## config.mk

```make
export PLATFORM = sky130hd
export DESIGN_NAME = sync_fifo_flat
export DESIGN_NICKNAME = d
export VERILOG_FILES = /design/src/rtl/sync_fifo_if.sv /design/src/rtl/sync_fifo.sv /design/src/flat_wrapper.sv
export SDC_FILE = /design/constraint.sdc
export NUM_CORES = 1
export LEC_CHECK = 0
export CAP_MARGIN = 20
export CORE_ASPECT_RATIO = 1.5
export CORE_UTILIZATION = 55
export CTS_CLUSTER_SIZE = 10
export DETAILED_ROUTE_END_ITERATION = 10
export HOLD_SLACK_MARGIN = 0.1
export PLACE_DENSITY = 0.74
export SLEW_MARGIN = 25
export SYNTH_ARGS = -nofsm -noshare
export SYNTH_HDL_FRONTEND = slang
export SYNTH_SLANG_ARGS = --single-unit
```

## constraint.sdc

```tcl
create_clock -name clk -period 2.8 [get_ports clk]
set_clock_uncertainty 0.15 [all_clocks]
set_input_delay 0.56 -clock clk [delete_from_list [all_inputs] [get_ports clk]]
set_output_delay 0.56 -clock clk [all_outputs]
set_load 0.05 [all_outputs]
```

## src/rtl/sync_fifo_if.sv

```systemverilog
// Purpose : Handshake/data bundle between a same-clock producer/consumer pair
//           and sync_fifo.
// Signals : winc, wdata, rinc          - requests from the user side
//           rdata                      - read data from the FIFO
//           full, empty                - occupancy extremes
//           almost_full, almost_empty  - programmable occupancy thresholds
//           count                      - words held, 0..2**ADDR_WIDTH
//           overflow, underflow        - sticky error flags
// Modports: master = user side, slave = FIFO side.
interface sync_fifo_if #(
  parameter int DATA_WIDTH = 4,
  parameter int ADDR_WIDTH = 3
);
  logic                  winc;
  logic [DATA_WIDTH-1:0] wdata;
  logic                  rinc;
  logic [DATA_WIDTH-1:0] rdata;
  logic                  full;
  logic                  empty;
  logic                  almost_full;
  logic                  almost_empty;
  logic [ADDR_WIDTH:0]   count;
  logic                  overflow;
  logic                  underflow;

  modport master (
    output winc, wdata, rinc,
    input  rdata, full, empty, almost_full, almost_empty, count, overflow, underflow
  );

  modport slave (
    input  winc, wdata, rinc,
    output rdata, full, empty, almost_full, almost_empty, count, overflow, underflow
  );
endinterface

```

## src/rtl/sync_fifo.sv

```systemverilog
// Purpose : Single-clock FIFO with occupancy count, programmable almost-full /
//           almost-empty thresholds and sticky overflow/underflow errors.
//           Optional first-word-fall-through read mode selected by the macro
//           SYNC_FIFO_FWFT_EN (undefined: registered read, 1-cycle latency).
// Ports   : clk  - system clock, rising edge
//           rst  - synchronous reset, active-high
//           bus  - sync_fifo_if.slave (winc/wdata/rinc in; rdata, flags,
//                  count, overflow, underflow out)
module sync_fifo #(
  parameter int DATA_WIDTH = 4,
  parameter int ADDR_WIDTH = 3,
  parameter int AF_LEVEL   = 6,
  parameter int AE_LEVEL   = 1
) (
  input  logic            clk,
  input  logic            rst,
  sync_fifo_if.slave      bus
);
  localparam int DEPTH = 1 << ADDR_WIDTH;
  localparam logic [ADDR_WIDTH:0] C_DEPTH = (ADDR_WIDTH+1)'(DEPTH);
  localparam logic [ADDR_WIDTH:0] C_AF    = (ADDR_WIDTH+1)'(AF_LEVEL);
  localparam logic [ADDR_WIDTH:0] C_AE    = (ADDR_WIDTH+1)'(AE_LEVEL);
  localparam logic [ADDR_WIDTH:0] C_ONE   = (ADDR_WIDTH+1)'(1);

  generate
    if (AF_LEVEL < 1 || AF_LEVEL > DEPTH) begin : g_af_range_err
      $error("sync_fifo: AF_LEVEL %0d outside 1..%0d", AF_LEVEL, DEPTH);
    end
    if (AE_LEVEL < 0 || AE_LEVEL > DEPTH - 1) begin : g_ae_range_err
      $error("sync_fifo: AE_LEVEL %0d outside 0..%0d", AE_LEVEL, DEPTH - 1);
    end
  endgenerate

  logic [DATA_WIDTH-1:0] r_mem [DEPTH];
  logic [ADDR_WIDTH:0]   r_wptr;
  logic [ADDR_WIDTH:0]   r_rptr;
  logic [ADDR_WIDTH:0]   r_count;
  logic                  r_overflow;
  logic                  r_underflow;

  logic w_full;
  logic w_empty;
  logic w_wr_en;
  logic w_rd_en;

  // Flags depend only on the registered count, so acceptance is decided on
  // the state seen at the edge; the pointer MSB is just a wrap bit here.
  assign w_full  = (r_count == C_DEPTH);
  assign w_empty = (r_count == '0);
  assign w_wr_en = bus.winc & ~w_full;
  assign w_rd_en = bus.rinc & ~w_empty;

  // Storage is deliberately not reset.
  always_ff @(posedge clk) begin
    if (w_wr_en) begin
      r_mem[r_wptr[ADDR_WIDTH-1:0]] <= bus.wdata;
    end
  end

  always_ff @(posedge clk) begin
    if (rst) begin
      r_wptr      <= '0;
      r_rptr      <= '0;
      r_count     <= '0;
      r_overflow  <= 1'b0;
      r_underflow <= 1'b0;
    end else begin
      if (w_wr_en) r_wptr <= r_wptr + C_ONE;
      if (w_rd_en) r_rptr <= r_rptr + C_ONE;
      case ({w_wr_en, w_rd_en})
        2'b10:   r_count <= r_count + C_ONE;
        2'b01:   r_count <= r_count - C_ONE;
        default: r_count <= r_count;
      endcase
      if (bus.winc && w_full)  r_overflow  <= 1'b1;
      if (bus.rinc && w_empty) r_underflow <= 1'b1;
    end
  end

`ifdef SYNC_FIFO_FWFT_EN
  // Head of queue is always presented; content while empty is meaningless.
  assign bus.rdata = r_mem[r_rptr[ADDR_WIDTH-1:0]];
`else
  logic [DATA_WIDTH-1:0] r_rdata;

  always_ff @(posedge clk) begin
    if (rst) begin
      r_rdata <= '0;
    end else if (w_rd_en) begin
      r_rdata <= r_mem[r_rptr[ADDR_WIDTH-1:0]];
    end
  end

  assign bus.rdata = r_rdata;
`endif

  assign bus.full         = w_full;
  assign bus.empty        = w_empty;
  assign bus.almost_full  = (r_count >= C_AF);
  assign bus.almost_empty = (r_count <= C_AE);
  assign bus.count        = r_count;
  assign bus.overflow     = r_overflow;
  assign bus.underflow    = r_underflow;
endmodule
```

## src/flat_wrapper.sv

```systemverilog
// flat-port wrapper written by rule: the top's interface ports become plain ports
module sync_fifo_flat 
#(
  parameter int DATA_WIDTH = 4,
  parameter int ADDR_WIDTH = 3,
  parameter int AF_LEVEL   = 6,
  parameter int AE_LEVEL   = 1
)
  (clk, rst, bus_winc, bus_wdata, bus_rinc, bus_rdata, bus_full, bus_empty, bus_almost_full, bus_almost_empty, bus_count, bus_overflow, bus_underflow);
  sync_fifo_if #(.DATA_WIDTH(DATA_WIDTH), .ADDR_WIDTH(ADDR_WIDTH)) bus_i ();
  input  logic clk;
  input  logic rst;
  input wire logic [$bits(bus_i.winc)-1:0] bus_winc;
  input wire logic [$bits(bus_i.wdata)-1:0] bus_wdata;
  input wire logic [$bits(bus_i.rinc)-1:0] bus_rinc;
  output wire logic [$bits(bus_i.rdata)-1:0] bus_rdata;
  output wire logic [$bits(bus_i.full)-1:0] bus_full;
  output wire logic [$bits(bus_i.empty)-1:0] bus_empty;
  output wire logic [$bits(bus_i.almost_full)-1:0] bus_almost_full;
  output wire logic [$bits(bus_i.almost_empty)-1:0] bus_almost_empty;
  output wire logic [$bits(bus_i.count)-1:0] bus_count;
  output wire logic [$bits(bus_i.overflow)-1:0] bus_overflow;
  output wire logic [$bits(bus_i.underflow)-1:0] bus_underflow;
  assign bus_i.winc = bus_winc;
  assign bus_i.wdata = bus_wdata;
  assign bus_i.rinc = bus_rinc;
  assign bus_rdata = bus_i.rdata;
  assign bus_full = bus_i.full;
  assign bus_empty = bus_i.empty;
  assign bus_almost_full = bus_i.almost_full;
  assign bus_almost_empty = bus_i.almost_empty;
  assign bus_count = bus_i.count;
  assign bus_overflow = bus_i.overflow;
  assign bus_underflow = bus_i.underflow;
  sync_fifo #(.DATA_WIDTH(DATA_WIDTH), .ADDR_WIDTH(ADDR_WIDTH), .AF_LEVEL(AF_LEVEL), .AE_LEVEL(AE_LEVEL)) u_core (.clk(clk), .rst(rst), .bus(bus_i));
endmodule
```

==> results_dict.tcl, run 1 <==
set metrics [dict create \
    cts_root_buf "clkbuf_8" \
    coreArea_um2 3480 \
    grt_setup_unrepaired "false" \
    total_leakage_power_uw 0.000870 \
    seq_area_um2 1280 \
    slowest_stage "clkdlybuf4s50_1" \
    antenna_found_initial 0 \
    worstSetupPathType "reg2out" \
    whs_ns 0.328 \
    fmax_mhz 380 \
    total_power_uw 2330 \
    cp-end-kind "output port" \
    initialDrtViolationCount 35 \
    overflow 0 \
    port_buffers 21 \
    min-delay-path-class "reg2reg" \
    ys_types 32 \
    period_minus_slack_ns 2.63 \
    die_y_um 76.5 \
    yosys-top-cells-area "edfxtp_1 (47%), dfxtp_1 (16%), mux2i_1 (8.9%), ha_1 (4.9%), nor2_1 (3.1%)" \
    fin_tns_setup_ns 0 \
    cp-start-kind "flip-flop" \
    vdd_drop_max_mv 0.830 \
    die-area_um2 3950 \
    yosysTopAreaCell "edfxtp_1" \
    p_int_uw 1510 \
    die_x_um 51.7 \
    initial_core_util 0.584 \
    status "completed" \
    avgViaCountPerCell 5.72 \
    required_ns 2.09 \
    crit_arrival_ns 1.92 \
    cp-endpoint "bus_almost_full" \
    power_frac_seq 0.383 \
    grt_pass1_wl_um 5730 \
    n_antenna_cell 0 \
    slew-limit-headroom 0.552 \
    maxCapViolCount 0 \
    hold_violations 0 \
    reg2reg_to "u_core.bus.count[3]$_SDFFE_PP0P_" \
    cp.depth 5 \
    ctsHoldBuffers 0 \
    r2r-start "u_core.bus.count[1]$_SDFFE_PP0P_" \
    reg2regPathDepth 9 \
    rows 26 \
    yosysSeqAreaShare 0.630 \
    setup_viol 0 \
    switchingPower_uw 816 \
    slew_violations 0 \
    grt_pass1_vias 1202 \
    clk_pin_slew_ns 0.09 \
    cts_max_path_buffers 2 \
    htree_levels 2 \
    switching_share 0.350 \
    fill_cells 260 \
    wl_um 3710 \
    powerDensity_nw_per_um2 960 \
    hpwl_um 2690 \
    nNetsFinal 195 \
    crit_buf_inv 2 \
    crit_fanout 7 \
    cts_tree "built" \
    cp_cell_sequence "inv_1, ha_1, o21ai_0, nand2b_1, clkdlybuf4s50_1" \
    area_delta_synth_final_pct 19.4 \
    vias 1269 \
    period_share 0.939 \
    multi_input_area_um2 711 \
    drt-wirelength-per-cell_um 16.7 \
    synthCells 152 \
    critPathTopFamily "buffers and inverters" \
    clock_sinks 48 \
    avgSynthCellArea_um2 13.4 \
    synth.top_cell.area_share 0.472 \
    pin_count 22 \
    crit_start "u_core.bus.count[0]$_SDFFE_PP0P_" \
    reg2reg_slack_ns 0.28 \
    comb_power_share 0.363 \
    cts_made_buffers 5 \
    grt_use_total 0.211 \
    yosys_register_bits 48 \
    dr.pass1.iters 4 \
    tightest_slew_ns 0.670 \
    synthesis.nets 168 \
    slowest_delay_ns 0.69 \
    synth_area_um2 2030 \
    ant_nets 0 \
    place_congestion 0.784 \
    drive_gt1_frac 0.100 \
    power_frac_clock 0.254 \
    route.detailed.drc 0 \
    clock_latency_ns 0.30 \
    yosysWarnings 0 \
    grt_max_degree 17 \
]
-- registers in the layout, indices dropped and copies added, names as in the netlist --
name / flops
u_core.bus.count: 4
u_core.bus.overflow: 1
u_core.bus.rdata: 4
u_core.bus.underflow: 1
u_core.r_mem: 32
u_core.r_rptr: 3
u_core.r_wptr: 3
-- per-stage QoR --
stage | cell area (um^2) | setup WS (ns) | instances | util
final | 2430 | 0.170 | 222 | 0.698
after global routing | 2430 | 0.0830 | 222 | 0.698
after CTS | 2430 | 0.0592 | 222 | 0.697
after detailed placement | 2290 | 0.184 | 214 | 0.657
after global placement | 2290 | 0.244 | 214 | 0.657
after floorplan | 2040 | 0.000949 | 152 | -
-- worst min-delay path, delay by kind of cell, from the launching register on --
kind / cells / cell delay (ns)
flip-flops: 1 / 0.34
AND/OR/NAND/NOR: 1 / 0.07
AO/OA/AOI/OAI: 1 / 0.04
-- cells in the final DEF, fill, tap and decap left out, types with 3 or more instances in the layout --
cell,instances
a21oi_1,6
a22oi_1,8
a32o_1,4
buf_4,5
clkbuf_8,5
clkdlybuf4s50_1,18
dfxtp_1,15
edfxtp_1,32
ha_1,8
inv_1,4
mux2i_1,18
nand2_1,4
nand2b_1,3
nand3_1,4
nor2_1,17
nor3_1,3
xor2_1,4
-- metal layers --
metal	GRT usage	up-vias	wire, um
li1	-	610	-
met1	0.215	608	1390
met2	0.369	39	2030
met3	0.0559	12	132
met4	0.122	0	155
met5	0	-	0
-- synthesized netlist by cell type, drive strengths merged --
master / count
edfxtp: 32
mux2i: 18
nor2: 18
dfxtp: 16
a22oi: 8
ha: 8
a21oi: 6
a32o: 4
inv: 4
nand2: 4
nand3: 4
xor2: 4
buf: 3
nand2b: 3
nor2b: 3
nor3: 3
and2: 2
o21ai: 2
xnor2: 2
a211oi: 1
clkbuf: 1
nand3b: 1
nand4b: 1
or2: 1
or3: 1
or3b: 1
or4b: 1
-- cells by family (layout without fill, tap and decap cells) --
group	count (synthesis)	in the layout	share of synthesized area
adder cells (fa/ha/maj)	8	8	0.0492
multiplexers	18	18	0.0886
XOR/XNOR	6	6	0.0258
AND/OR/NAND/NOR	43	43	0.113
buffers and inverters	8	36	0.0209
flip-flops	48	48	0.630
AO/OA/AOI/OAI	21	21	0.0726
-- power by group through the flow --
| stage | Sequential [uW] | Combinational, uW | Clock (uW) |
|---|---|---|---|
| after floorplan | 1030 | 499 | 0 |
| after global placement | 906 | 827 | 0 |
| after detailed placement | 910 | 845 | 0 |
| after CTS | 894 | 852 | 598 |
| after global routing | 905 | 896 | 622 |
| final | 893 | 845 | 593 |
-- final cells by class --
cell class              count  area share
flip-flops and latches     48       0.528
clock inverters             3      0.0283
multi-input cells          96       0.293
well taps                  42      0.0216
repair buffers             24      0.0948
clock buffers               5      0.0283
inverters                   4     0.00618
-- worst min path at each step --
| stage | start | cells past startpoint | slack [ns] | end |
|---|---|---|---|---|
| after floorplan | u_core.r_wptr[0]$_SDFFE_PP0P_ | 2 | 0.31 | u_core.r_wptr[0]$_SDFFE_PP0P_ |
| after global placement | u_core.bus.rdata[1]$_SDFFE_PP0P_ | 1 | 0.30 | u_core.bus.rdata[1]$_SDFFE_PP0P_ |
| after detailed placement | u_core.bus.rdata[0]$_SDFFE_PP0P_ | 1 | 0.31 | u_core.bus.rdata[0]$_SDFFE_PP0P_ |
| after CTS | u_core.bus.underflow$_SDFFE_PP0P_ | 2 | 0.33 | u_core.bus.underflow$_SDFFE_PP0P_ |
| after global routing | u_core.bus.rdata[2]$_SDFFE_PP0P_ | 1 | 0.36 | u_core.bus.rdata[2]$_SDFFE_PP0P_ |
| final | u_core.bus.underflow$_SDFFE_PP0P_ | 2 | 0.33 | u_core.bus.underflow$_SDFFE_PP0P_ |
-- repair_timing --
action,4_1_cts,5_1_grt
buffers inserted,0,0
resized for setup,0,1
setup endpoints to repair,0,1
Power figures use the tool's default switching activity.
==> inputs of run 2 (changes only) <==
--- a/config.mk
+++ b/config.mk
@@ -10,2 +10,3 @@
 export CORE_UTILIZATION = 55
+export CTS_CLUSTER_DIAMETER = 150
 export CTS_CLUSTER_SIZE = 10
--- a/constraint.sdc
+++ b/constraint.sdc
@@ -4,2 +4,2 @@
 set_output_delay 0.56 -clock clk [all_outputs]
-set_load 0.05 [all_outputs]
+set_load 0.01 [all_outputs]
==> results_dict.tcl, run 2 (synthesis gave the netlist of run 1 again) <==
set metrics [dict create \
    clock_sinks 48 \
    tightest_slew_ns 0.636 \
    whs_ns 0.328 \
    final_common_cell "edfxtp_1" \
    placed_cells 214 \
    cp-end-kind "output port" \
    seq_area_um2 1280 \
    grt_pass1_wl_um 5350 \
    multi_input_area_um2 711 \
    rows 26 \
    initial_core_util 0.584 \
    overflow 0 \
    crit_top_cell "inv_1" \
    cts_root_buf "clkbuf_8" \
    powerDensity_nw_per_um2 831 \
    total_leakage_power_uw 0.000846 \
    worstSetupPathType "reg2out" \
    drt-wirelength-per-cell_um 15.4 \
    htree_levels 2 \
    clk_pin_slew_ns 0.08 \
    wl_um 3420 \
    fill_cells 244 \
    required_ns 2.09 \
    hpwl_um 2610 \
    crit_arrival_ns 1.99 \
    crit_fanout 7 \
    setup_viol 0 \
    crit_buf_inv 3 \
    antenna_found_initial 0 \
    slew-limit-headroom 0.575 \
    grt_setup_unrepaired "false" \
    n_antenna_cell 0 \
    fmax_mhz 370 \
    avgViaCountPerCell 5.55 \
    cp-start-kind "flip-flop" \
    total_power_uw 2000 \
    coreArea_um2 3480 \
    grt_pass1_vias 1162 \
    cts_made_buffers 5 \
    slowest_delay_ns 0.53 \
    cts_resized 0 \
    die_x_um 51.7 \
    vdd_drop_max_mv 0.699 \
    place_congestion 0.807 \
    pin_count 22 \
    vias 1233 \
    die_y_um 76.5 \
    ctsHoldBuffers 0 \
    fin_tns_setup_ns 0 \
    period_share 0.965 \
    port_buffers 21 \
    cts_max_path_buffers 2 \
    min-delay-path-class "reg2reg" \
    cts_tree "built" \
    initialDrtViolationCount 38 \
    grt_max_degree 19 \
    fin_cells 222 \
    grt_use_total 0.196 \
    cp_cell_sequence "inv_1, ha_1, or3b_4, inv_1, clkdlybuf4s50_1" \
    cts_setup_buffers 0 \
    slowest_stage "clkdlybuf4s50_1" \
    slew_violations 0 \
    drive_gt1_frac 0.0778 \
    die-area_um2 3950 \
    ant_nets 0 \
    critPathTopFamily "buffers and inverters" \
    hold_violations 0 \
    status "completed" \
    area_delta_synth_final_pct 18.0 \
    maxCapViolCount 0 \
    route.detailed.drc 0 \
    nNetsFinal 195 \
    clock_latency_ns 0.30 \
    largest_reg_flops 32 \
    dr.pass1.iters 4 \
    most-common-layout-cells "edfxtp_1 (32), clkdlybuf4s50_1 (21), mux2i_1 (18), nor2_1 (17), dfxtp_1 (16)" \
    period_minus_slack_ns 2.70 \
]
## run 2: cell count changes in the layout (fill, tap and decap cells not counted), sizes merged
cell and change:
clkdlybuf4s50 +3, buf -2, bufinv -1, clkbuf +1, clkinv +1, dlymetal6s2s -1, inv -1
## run 2: worst reg2reg max path: cells and delay by family, from the launching register on
kind	cells	cell delay (ns)
AOI/OAI and AO/OA	1	0.18
DFF	1	0.47
buffers and inverters	1	0.13
adders and majority gates	2	0.46
xor gates and xnor gates	1	0.14
and+or+nand+nor	4	0.92
## run 2: path summary, 6_finish.rpt
path / start / to / slack, ns / cells past startpoint
worst max-delay path: u_core.bus.count[0]$_SDFFE_PP0P_ / bus_empty / 0.1 / 5
worst max register to register: u_core.bus.count[0]$_SDFFE_PP0P_ / u_core.bus.count[3]$_SDFFE_PP0P_ / 0.22 / 9
worst min-delay path: u_core.bus.rdata[0]$_SDFFE_PP0P_ / u_core.bus.rdata[0]$_SDFFE_PP0P_ / 0.33 / 1
worst min register to register: u_core.bus.rdata[0]$_SDFFE_PP0P_ / u_core.bus.rdata[0]$_SDFFE_PP0P_ / 0.33 / 1
## run 2: power breakdown
| part | leakage, uW | internal (uW) | switching (uW) | total [uW] |
|---|---|---|---|---|
| clock | 0.0000552 | 265 | 213 | 477 |
| sequential | 0.000421 | 824 | 57.4 | 881 |
| combinational | 0.000370 | 335 | 302 | 637 |
| total | 0.000846 | 1420 | 572 | 2000 |
## run 2: through the flow
stage / area, um^2 / utilization / setup WS, ns
after floorplan: 2030 / - / 0.319
after global placement: 2290 / 0.659 / 0.256
after detailed placement: 2290 / 0.659 / 0.173
after CTS: 2400 / 0.689 / 0.0849
after global routing: 2400 / 0.689 / 0.000325
final: 2400 / 0.689 / 0.0983
## run 2: metal layers
layer	GRT usage	vias to the layer above	part of all wire	wire [um]
met2	0.338	30	0.54	1870
met4	0.0892	0	0.025	87
met3	0.0559	8	0.037	126
li1	-	617	-	-
met1	0.214	578	0.39	1340
met5	0	-	0	0
## run 2: area by class of cell
class / instances / area share
flip-flops and latches: 48 / 0.534
multi-input cells: 96 / 0.296
repair buffers: 24 / 0.0970
clock buffers: 6 / 0.0302
well taps: 42 / 0.0219
clock inverters: 2 / 0.0146
inverters: 4 / 0.00626
==> inputs of run 3 (changes only) <==
- CORE_UTILIZATION: 55 -> 50
- PLACE_DENSITY: 0.74 -> 0.68
- SLEW_MARGIN: 25 -> 20
==> results_dict.tcl, run 3 (synthesis gave the netlist of run 1 again) <==
set metrics [dict create \
    initial_core_util 0.518 \
    coreArea_um2 3920 \
    crit_arrival_ns 1.94 \
    slew_violations 0 \
    overflow 0 \
    pin_count 22 \
    grt_pass1_wl_um 5830 \
    cts_setup_buffers 0 \
    grt_setup_unrepaired "false" \
    power_frac_clock 0.208 \
    reg2reg_slack_ns 0.32 \
    cp-start-kind "flip-flop" \
    avgViaCountPerCell 5.52 \
    dr.pass1.iters 4 \
    fin_tns_setup_ns 0 \
    hpwl_um 2790 \
    fmax_mhz 378 \
    die_y_um 80.1 \
    vdd_drop_max_mv 0.550 \
    cts_root_buf "clkbuf_8" \
    most-common-layout-cells "edfxtp_1 (32), clkdlybuf4s50_1 (21), mux2i_1 (18), nor2_1 (17), dfxtp_1 (15)" \
    clock_latency_ns 0.29 \
    switchingPower_uw 568 \
    powerDensity_nw_per_um2 812 \
    cp-end-kind "output port" \
    period_share 0.945 \
    drt-wirelength-per-cell_um 16.1 \
    cts_tree "built" \
    antenna_found_initial 0 \
    total_leakage_power_uw 0.000837 \
    route.detailed.drc 0 \
    clock_sinks 48 \
    die_x_um 54.1 \
    grt_pass1_vias 1235 \
    n_antenna_cell 0 \
    switching_share 0.293 \
    slew-limit-headroom 0.609 \
    cts_made_buffers 5 \
    maxCapViolCount 0 \
    final_cell_area_um2 2390 \
    die-area_um2 4330 \
    period_minus_slack_ns 2.65 \
    comb_power_share 0.326 \
    required_ns 2.09 \
    crit_fanout 7 \
    setup_viol 0 \
    clk_pin_slew_ns 0.08 \
    wl_um 3610 \
    status "completed" \
    grt_use_total 0.197 \
    htree_levels 2 \
    largest_reg_flops 32 \
    initialDrtViolationCount 21 \
    vias 1242 \
    cts_max_path_buffers 2 \
    placed_cell_area_um2 2300 \
    grt_max_degree 15 \
    area_delta_synth_final_pct 17.3 \
    power_frac_seq 0.465 \
    port_buffers 21 \
    min-delay-path-class "reg2reg" \
    final_common_cell "edfxtp_1" \
    rows 28 \
    hold_violations 0 \
    ant_nets 0 \
    place_congestion 0.736 \
    tightest_slew_ns 0.585 \
    worstSetupPathType "reg2out" \
    nNetsFinal 195 \
    drive_gt1_frac 0.0833 \
    p_int_uw 1370 \
]
-- run 3: per-stage QoR --
step / std cells / total power, uW / worst slack (ns) / hold slack [ns] / utilization
floorplan: 152 / 1320 / 0.319 / 0.312 / -
global placement: 217 / 1530 / 0.244 / 0.303 / 0.585
detailed placement: 217 / 1550 / 0.193 / 0.307 / 0.585
CTS: 225 / 1960 / 0.0913 / 0.331 / 0.608
global route: 225 / 2050 / 0.0374 / 0.359 / 0.608
finish: 225 / 1940 / 0.154 / 0.325 / 0.608
-- run 3: power by group through the flow --
stage,Clock (uW),Sequential [uW],Combinational (uW)
4_1_cts,419,900,639
3_5_place_dp,0,917,637
2_1_floorplan,0,906,412
3_3_place_gp,0,911,621
5_1_grt,439,916,695
6_report,404,902,632
-- run 3: worst paths after layout --
| check | from | end | depth (start not counted) |
|---|---|---|---|
| max | u_core.bus.count[0]$_SDFFE_PP0P_ | bus_empty | 5 |
| min | u_core.bus.rdata[0]$_SDFFE_PP0P_ | u_core.bus.rdata[0]$_SDFFE_PP0P_ | 1 |
| max reg2reg | u_core.bus.count[1]$_SDFFE_PP0P_ | u_core.bus.count[3]$_SDFFE_PP0P_ | 9 |
| min reg2reg | u_core.bus.rdata[0]$_SDFFE_PP0P_ | u_core.bus.rdata[0]$_SDFFE_PP0P_ | 1 |
-- run 3: layer usage --
metal  up-vias  track usage  wire length, um
met5         -            0                0
met4         0       0.0846               72
met3         6       0.0473              115
met2        23        0.357             2050
met1       602        0.205             1380
li1        611            -                -
-- run 3: final cells by class --
type / instances / area (um^2)
fillers: 336 / 1540
multi-input cells: 96 / 711
clock buffers: 8 / 90.1
flip-flops and latches: 48 / 1280
inverters: 4 / 15.0
repair buffers: 24 / 233
well taps: 45 / 56.3
-- run 3: critical path, stage by stage, from the launching register on --
cell,delay [ns]
dfxtp_2,0.36
inv_1,0.12
ha_1,0.17
or3b_4,0.39
inv_1,0.08
clkdlybuf4s50_1,0.54
-- run 3: repair_timing --
item / 4_1_cts / 5_1_grt
setup endpoints to repair: 0 / 1
resized for setup: 0 / 2
hold buffers: 0 / 0
